`config.mk`:
```
export PLATFORM = sky130hd
export DESIGN_NAME = soc_io_controller
export DESIGN_NICKNAME = d
export VERILOG_FILES = /design/src/rtl/soc_io_controller.sv
export SDC_FILE = /design/constraint.sdc
export NUM_CORES = 1
export LEC_CHECK = 0
export CAP_MARGIN = 25
export CELL_PAD_IN_SITES_DETAIL_PLACEMENT = 2
export CELL_PAD_IN_SITES_GLOBAL_PLACEMENT = 2
export CORE_ASPECT_RATIO = 0.8
export CORE_MARGIN = 2
export CORE_UTILIZATION = 37
export DETAILED_ROUTE_END_ITERATION = 10
export GPL_TIMING_DRIVEN = 0
export PLACE_DENSITY_LB_ADDON = 0.2
export SKIP_LAST_GASP = 1
export SYNTH_ARGS = -nofsm -noshare
export SYNTH_HDL_FRONTEND = slang
export SYNTH_SLANG_ARGS = --single-unit
```
`constraint.sdc`:
```
create_clock -name clk -period 2.2 [get_ports clk]
set_input_delay 0.66 -clock clk [delete_from_list [all_inputs] [get_ports clk]]
set_output_delay 0.66 -clock clk [all_outputs]
set_load 0.01 [all_outputs]
```
`src/rtl/soc_io_controller.sv`:
```
// Board I/O responder on the SoC data bus: LED/RGB outputs, debounced buttons and
// switches, sticky button-edge flags with a level interrupt.
module soc_io_controller #(
   parameter int unsigned ADDR_WIDTH      = 8,
   parameter int unsigned DEBOUNCE_CYCLES = 100000
) (
   input  logic                  clk,
   input  logic                  resn,
   input  logic                  bus_req,
   input  logic                  bus_wr,
   input  logic [ADDR_WIDTH-1:0] bus_addr,
   input  logic [31:0]           bus_wdata,
   input  logic [3:0]            bus_wmask,
   output logic                  bus_ready,
   output logic [31:0]           bus_rdata,
   output logic [3:0]            leds,
   output logic [2:0]            led_rgb0,
   output logic [2:0]            led_rgb1,
   input  logic [3:0]            buttons,
   input  logic [3:0]            switches,
   output logic                  irq
);

   localparam int unsigned CntW = $clog2(DEBOUNCE_CYCLES);
   localparam logic [CntW-1:0] CntMax = CntW'(DEBOUNCE_CYCLES - 1);
   localparam int unsigned WordW = ADDR_WIDTH - 2;

   typedef enum logic [0:0] {StIdle, StAck} state_e;

   state_e                state_q, state_d;
   logic [3:0]            leds_q, leds_d;
   logic [2:0]            rgb0_q, rgb0_d;
   logic [2:0]            rgb1_q, rgb1_d;
   logic [3:0]            irq_en_q, irq_en_d;
   logic [3:0]            btn_edge_q, btn_edge_d;
   logic [31:0]           rdata_q, rdata_d;
   logic [7:0]            sync1_q, sync2_q;
   logic [7:0]            deb_q, deb_d;
   logic [7:0][CntW-1:0]  cnt_q, cnt_d;

   logic [WordW-1:0]      addr_word;
   logic                  accept, we;
   logic [31:0]           rd_value;
   logic [3:0]            edge_clr;
   logic [3:0]            btn_rise;
   logic                  unused_bits;

   // Low address bits and unused write-data/mask bits are deliberately ignored.
   assign unused_bits = ^{bus_wdata, bus_wmask, bus_addr[1:0]};
   assign addr_word   = bus_addr[ADDR_WIDTH-1:2];

   // Debounce: a bit flips only after the synchronised value has disagreed with the
   // accepted value for DEBOUNCE_CYCLES consecutive samples.
   always_comb begin
      deb_d = deb_q;
      cnt_d = cnt_q;
      for (int i = 0; i < 8; i++) begin
         if (sync2_q[i] == deb_q[i]) begin
            cnt_d[i] = '0;
         end else if (cnt_q[i] == CntMax) begin
            deb_d[i] = sync2_q[i];
            cnt_d[i] = '0;
         end else begin
            cnt_d[i] = cnt_q[i] + CntW'(1);
         end
      end
   end

   assign btn_rise = deb_d[3:0] & ~deb_q[3:0];

   always_comb begin
      rd_value = '0;
      case (addr_word)
         WordW'(0): rd_value = {28'd0, leds_q};
         WordW'(1): rd_value = {25'd0, rgb1_q, 1'b0, rgb0_q};
         WordW'(2): rd_value = {24'd0, deb_q};
         WordW'(3): rd_value = {28'd0, btn_edge_q};
         WordW'(4): rd_value = {28'd0, irq_en_q};
         default:   rd_value = '0;
      endcase
   end

   always_comb begin
      state_d  = state_q;
      leds_d   = leds_q;
      rgb0_d   = rgb0_q;
      rgb1_d   = rgb1_q;
      irq_en_d = irq_en_q;
      rdata_d  = '0;
      edge_clr = '0;
      accept   = (state_q == StIdle) && bus_req;
      we       = accept && bus_wr && bus_wmask[0];

      unique case (state_q)
         StIdle: if (bus_req) state_d = StAck;
         StAck:  state_d = StIdle;
         default: state_d = StIdle;
      endcase

      if (accept && !bus_wr) rdata_d = rd_value;

      if (we) begin
         case (addr_word)
            WordW'(0): leds_d = bus_wdata[3:0];
            WordW'(1): begin
               rgb0_d = bus_wdata[2:0];
               rgb1_d = bus_wdata[6:4];
            end
            WordW'(3): edge_clr = bus_wdata[3:0];
            WordW'(4): irq_en_d = bus_wdata[3:0];
            default: ;
         endcase
      end

      // A new edge in the same cycle as its W1C clear must survive.
      btn_edge_d = (btn_edge_q & ~edge_clr) | btn_rise;
   end

   always_ff @(posedge clk or negedge resn) begin
      if (!resn) begin
         state_q    <= StIdle;
         leds_q     <= '0;
         rgb0_q     <= '0;
         rgb1_q     <= '0;
         irq_en_q   <= '0;
         btn_edge_q <= '0;
         rdata_q    <= '0;
         sync1_q    <= '0;
         sync2_q    <= '0;
         deb_q      <= '0;
         cnt_q      <= '0;
      end else begin
         state_q    <= state_d;
         leds_q     <= leds_d;
         rgb0_q     <= rgb0_d;
         rgb1_q     <= rgb1_d;
         irq_en_q   <= irq_en_d;
         btn_edge_q <= btn_edge_d;
         rdata_q    <= rdata_d;
         sync1_q    <= {switches, buttons};
         sync2_q    <= sync1_q;
         deb_q      <= deb_d;
         cnt_q      <= cnt_d;
      end
   end

   assign bus_ready = (state_q == StAck);
   assign bus_rdata = bus_ready ? rdata_q : '0;
   assign leds      = leds_q;
   assign led_rgb0  = rgb0_q;
   assign led_rgb1  = rgb1_q;
   assign irq       = |(btn_edge_q & irq_en_q);

endmodule

```
==> results.sh <==
export IMPL_outcome="finished clean"
export IMPL_fin_crit_sh_pct=97.0
export IMPL_p_per_area_nw_per_um2=694
export IMPL_crit_type="in -> reg"
export IMPL_yosys_top_cells_area="dfrtp_1 52%, xnor2_1 6.2%, nor2_1 5.2%"
export IMPL_io_buffers=44
export IMPL_clkPwrFrac_pct=46.3
export IMPL_setup_viol=0
export IMPL_cts_buffers=17
export IMPL_crit_slowest_cell="clkdlybuf4s50_1"
export IMPL_dp_hpwl_um=16600
export IMPL_synth_xor_area_share_pct=11.0
export IMPL_clock_skew_ps=8.06
export IMPL_async_flop_share_pct=100
export IMPL_p_sw_mw=1.71
export IMPL_root_buffer="clkbuf_16"
export IMPL_clk_path_buf_depth=2
export IMPL_grt_max_degree=103
export IMPL_core_region_area_um2=23600
export IMPL_wl_met1_um=11400
export IMPL_routed_via_density=5.25
export IMPL_drive_above_1_share_pct=12.0
export IMPL_grt_pass1_vias=7249
export IMPL_worstPathArrival_ps=2500
export IMPL_final_common_cell="dfrtp_1"
export IMPL_power_mw=7.40
export IMPL_die_y_um=143
export IMPL_switching_share_pct=23.1
export IMPL_critPathLaunchType="input pin"
export IMPL_path_max_fanout=10
export IMPL_synth_largest_area_cell="dfrtp_1"
export IMPL_drc_errors=0
export IMPL_worstSetupEndpointType="register"
export IMPL_fin_tns_setup_ps=0
export IMPL_grt_pass1_wl_um=39600
export IMPL_tightestPinTransition_ps=692
export IMPL_avgSynthCellArea_um2=10.5
export IMPL_rows=50
export IMPL_fin_crit_ps=2130
export IMPL_h_tree_depth=4
export IMPL_first_iter_violations=271
export IMPL_r2r_start="cnt_q[0]$_DFF_PN0_"
export IMPL_seqPwrFrac_pct=48.2
export IMPL_fmax_mhz=469
export IMPL_relSlewSlack_pct=53.9
export IMPL_antenna_found_initial=2
export IMPL_yosys_area_share_simple_pct=25.6
export IMPL_grtUsageTotal_pct=20.1
export IMPL_reg2reg_depth=6
export IMPL_cts_tree="done"
export IMPL_syn2layout_area_growth_pct=18.8
export IMPL_synth_edf_count=0
export IMPL_min_path_type="in -> async"
export IMPL_dieArea_um2=25500
export IMPL_cpPeakStageDelay_ps=650
export IMPL_synth_area_mux_share_pct=3.36
export IMPL_crit_chain="clkdlybuf4s50_1 > clkbuf_2 > nor2b_2 > a22oi_1 > o22ai_1 > and2_1"
export IMPL_final_hold_violation_count=0
export IMPL_postCtsHoldBufs=0
export IMPL_syn_inst=859
export IMPL_intPower_mw=5.70
export IMPL_synth_compound_area_share_pct=3.64
export IMPL_ios=100
export IMPL_rrSetupSlack_ps=200
export IMPL_peakVddDrop_mv=0.587
export IMPL_drtAntennaViolNets=0
export IMPL_maxCapViolCount=0
export IMPL_yosysUniqueCellTypes=45
export IMPL_routabilityCongestion=0.776
export IMPL_start_util_pct=38.1
export IMPL_clock_sinks=187
export IMPL_synth_flop_cell="dfrtp_1"
export IMPL_critPathRequiredTime_ps=2560
export IMPL_layout_nets=1011
export IMPL_vias=6688
export IMPL_synth_top_area_share_pct=52.1
export IMPL_top_layer="met4"
export IMPL_synth_seq_cells=187
export IMPL_share_comb_of_total_power_pct=5.5
export IMPL_synth_fa_ha_area_share_pct=1.11
export IMPL_die_w_um=178
export IMPL_layout_common_cells="186 x dfrtp_1, 122 x nor2_1, 64 x xnor2_1"
export IMPL_synth_warnings=0
export IMPL_routedWlPerCell_um=18.5
export IMPL_seq_area_frac_synth_pct=52.1
export IMPL_netlist_area_um2=8980
export IMPL_met3_length_um=694
export IMPL_clk_pin_slew_worst_paths_ps=70
export IMPL_maxSlewViolCount=0
export IMPL_clkLatencyLatePin_ps=460
export IMPL_wl_met2_um=11200
export IMPL_drtPass1Iterations=4
export IMPL_grt_ovfl_total=0
export IMPL_synth_top_family_by_area="simple AND/OR/NAND/NOR gates"
export IMPL_wl_um=23600
export IMPL_r2r_end="cnt_q[0]$_DFF_PN0_"
export IMPL_leakage_nw=4.48
-- stage by stage --
stage / cells / utilization (%) / hold WS, ps / cell area, um2 / setup WS, ps
2_1_floorplan: 882 / - / 331 / 9060 / 129
3_3_place_gp: 1238 / 42.0 / 335 / 9890 / -7690
3_5_place_dp: 1239 / 42.1 / 337 / 9930 / -851
4_1_cts: 1272 / 45.0 / 217 / 10600 / 4.41
5_1_grt: 1272 / 45.2 / 221 / 10700 / -28.5
6_report: 1273 / 45.2 / 170 / 10700 / 66.2
-- registers in the layout, indices dropped and copies added (netlist names), 4 cells and up --
signal and flops:
btn_edge_q 4, irq_en_q 4, sync2_q 8, leds 4, cnt_q 136, rdata_q 8
deb_q 8, sync1_q 8
-- worst max-delay path: cells and delay by family --
kind | cells | cell delay [ps]
buffers and inverters | 2 | 990
AND/OR/NAND/NOR | 2 | 560
AO/OA/AOI/OAI | 2 | 280
-- cell type report --
| class | instances | area [um2] |
|---|---|---|
| clock buffer | 23 | 488 |
| timing repair buffer | 50 | 512 |
| antenna | 1 | 2.50 |
| multi-input combinational | 646 | 4160 |
| inverter | 8 | 30.0 |
| fill | 2491 | 12900 |
| clock inverter | 9 | 159 |
| sequential | 187 | 4680 |
| tap | 312 | 390 |
| buffer | 37 | 240 |
-- cell families (layout without fill, tap and decap cells) --
logic type / count (synthesis) / in the layout
AO/OA/AOI/OAI: 53 / 53
multiplexers: 27 / 27
AND/OR/NAND/NOR: 421 / 421
adder cells (fa/ha/maj): 8 / 8
buffers and inverters: 49 / 127
other: 1 / 25
flip-flops: 187 / 187
XOR/XNOR: 113 / 113
-- cell usage after synthesis (8+ instances only) --
cell type,number
a21oi_1,14
or3_1,8
and2_1,17
nor4b_1,9
nand3_1,48
dfrtp_1,187
ha_1,8
nand4_1,43
buf_4,24
xor2_1,49
inv_1,8
nor4bb_1,16
a22oi_1,11
clkbuf_1,13
nand2_1,52
xnor2_1,64
nor3_1,20
nor4_1,20
mux2_2,21
and3_1,12
o21ai_0,15
nor2_1,124
and4_1,15
-- power groups by stage --
stage	Sequential, mW	Clock [mW]	Combinational [mW]
floorplan	3.62	0	0.187
global placement	3.63	0	0.382
detailed placement	3.63	0	0.399
CTS	3.56	3.54	0.407
global route	3.57	3.66	0.460
finish	3.57	3.43	0.407
-- repair_timing --
action	in CTS	in global routing
pin swaps	1	0
buffers inserted	4	1
endpoints found under the setup margin	60	97
gates resized for setup	17	18
-- routing by layer --
layer | up-vias | track usage [%]
li1 | 3183 | -
met1 | 3416 | 27.9
met2 | 68 | 31.5
met3 | 21 | 3.89
met4 | 0 | 6.69
met5 | - | 0
-- worst max-delay path by stage --
stage / slack [ps] / endpoint / from / cells after the start
after global routing: -30 / rdata_q[1]$_DFF_PN0_ / bus_addr[3] / 6
after CTS: 4 / irq / btn_edge_q[1]$_DFF_PN0_ / 3
after floorplan: 130 / led_rgb0[0]$_DFFE_PN0P_ / bus_addr[4] / 5
final: 70 / rdata_q[0]$_DFF_PN0_ / bus_addr[3] / 6
after detailed placement: -850 / led_rgb0[0]$_DFFE_PN0P_ / bus_addr[5] / 5
after global placement: -7690 / cnt_q[23]$_DFF_PN0_ / resn / 1
No activity file was read; power rests on OpenSTA's default activity.
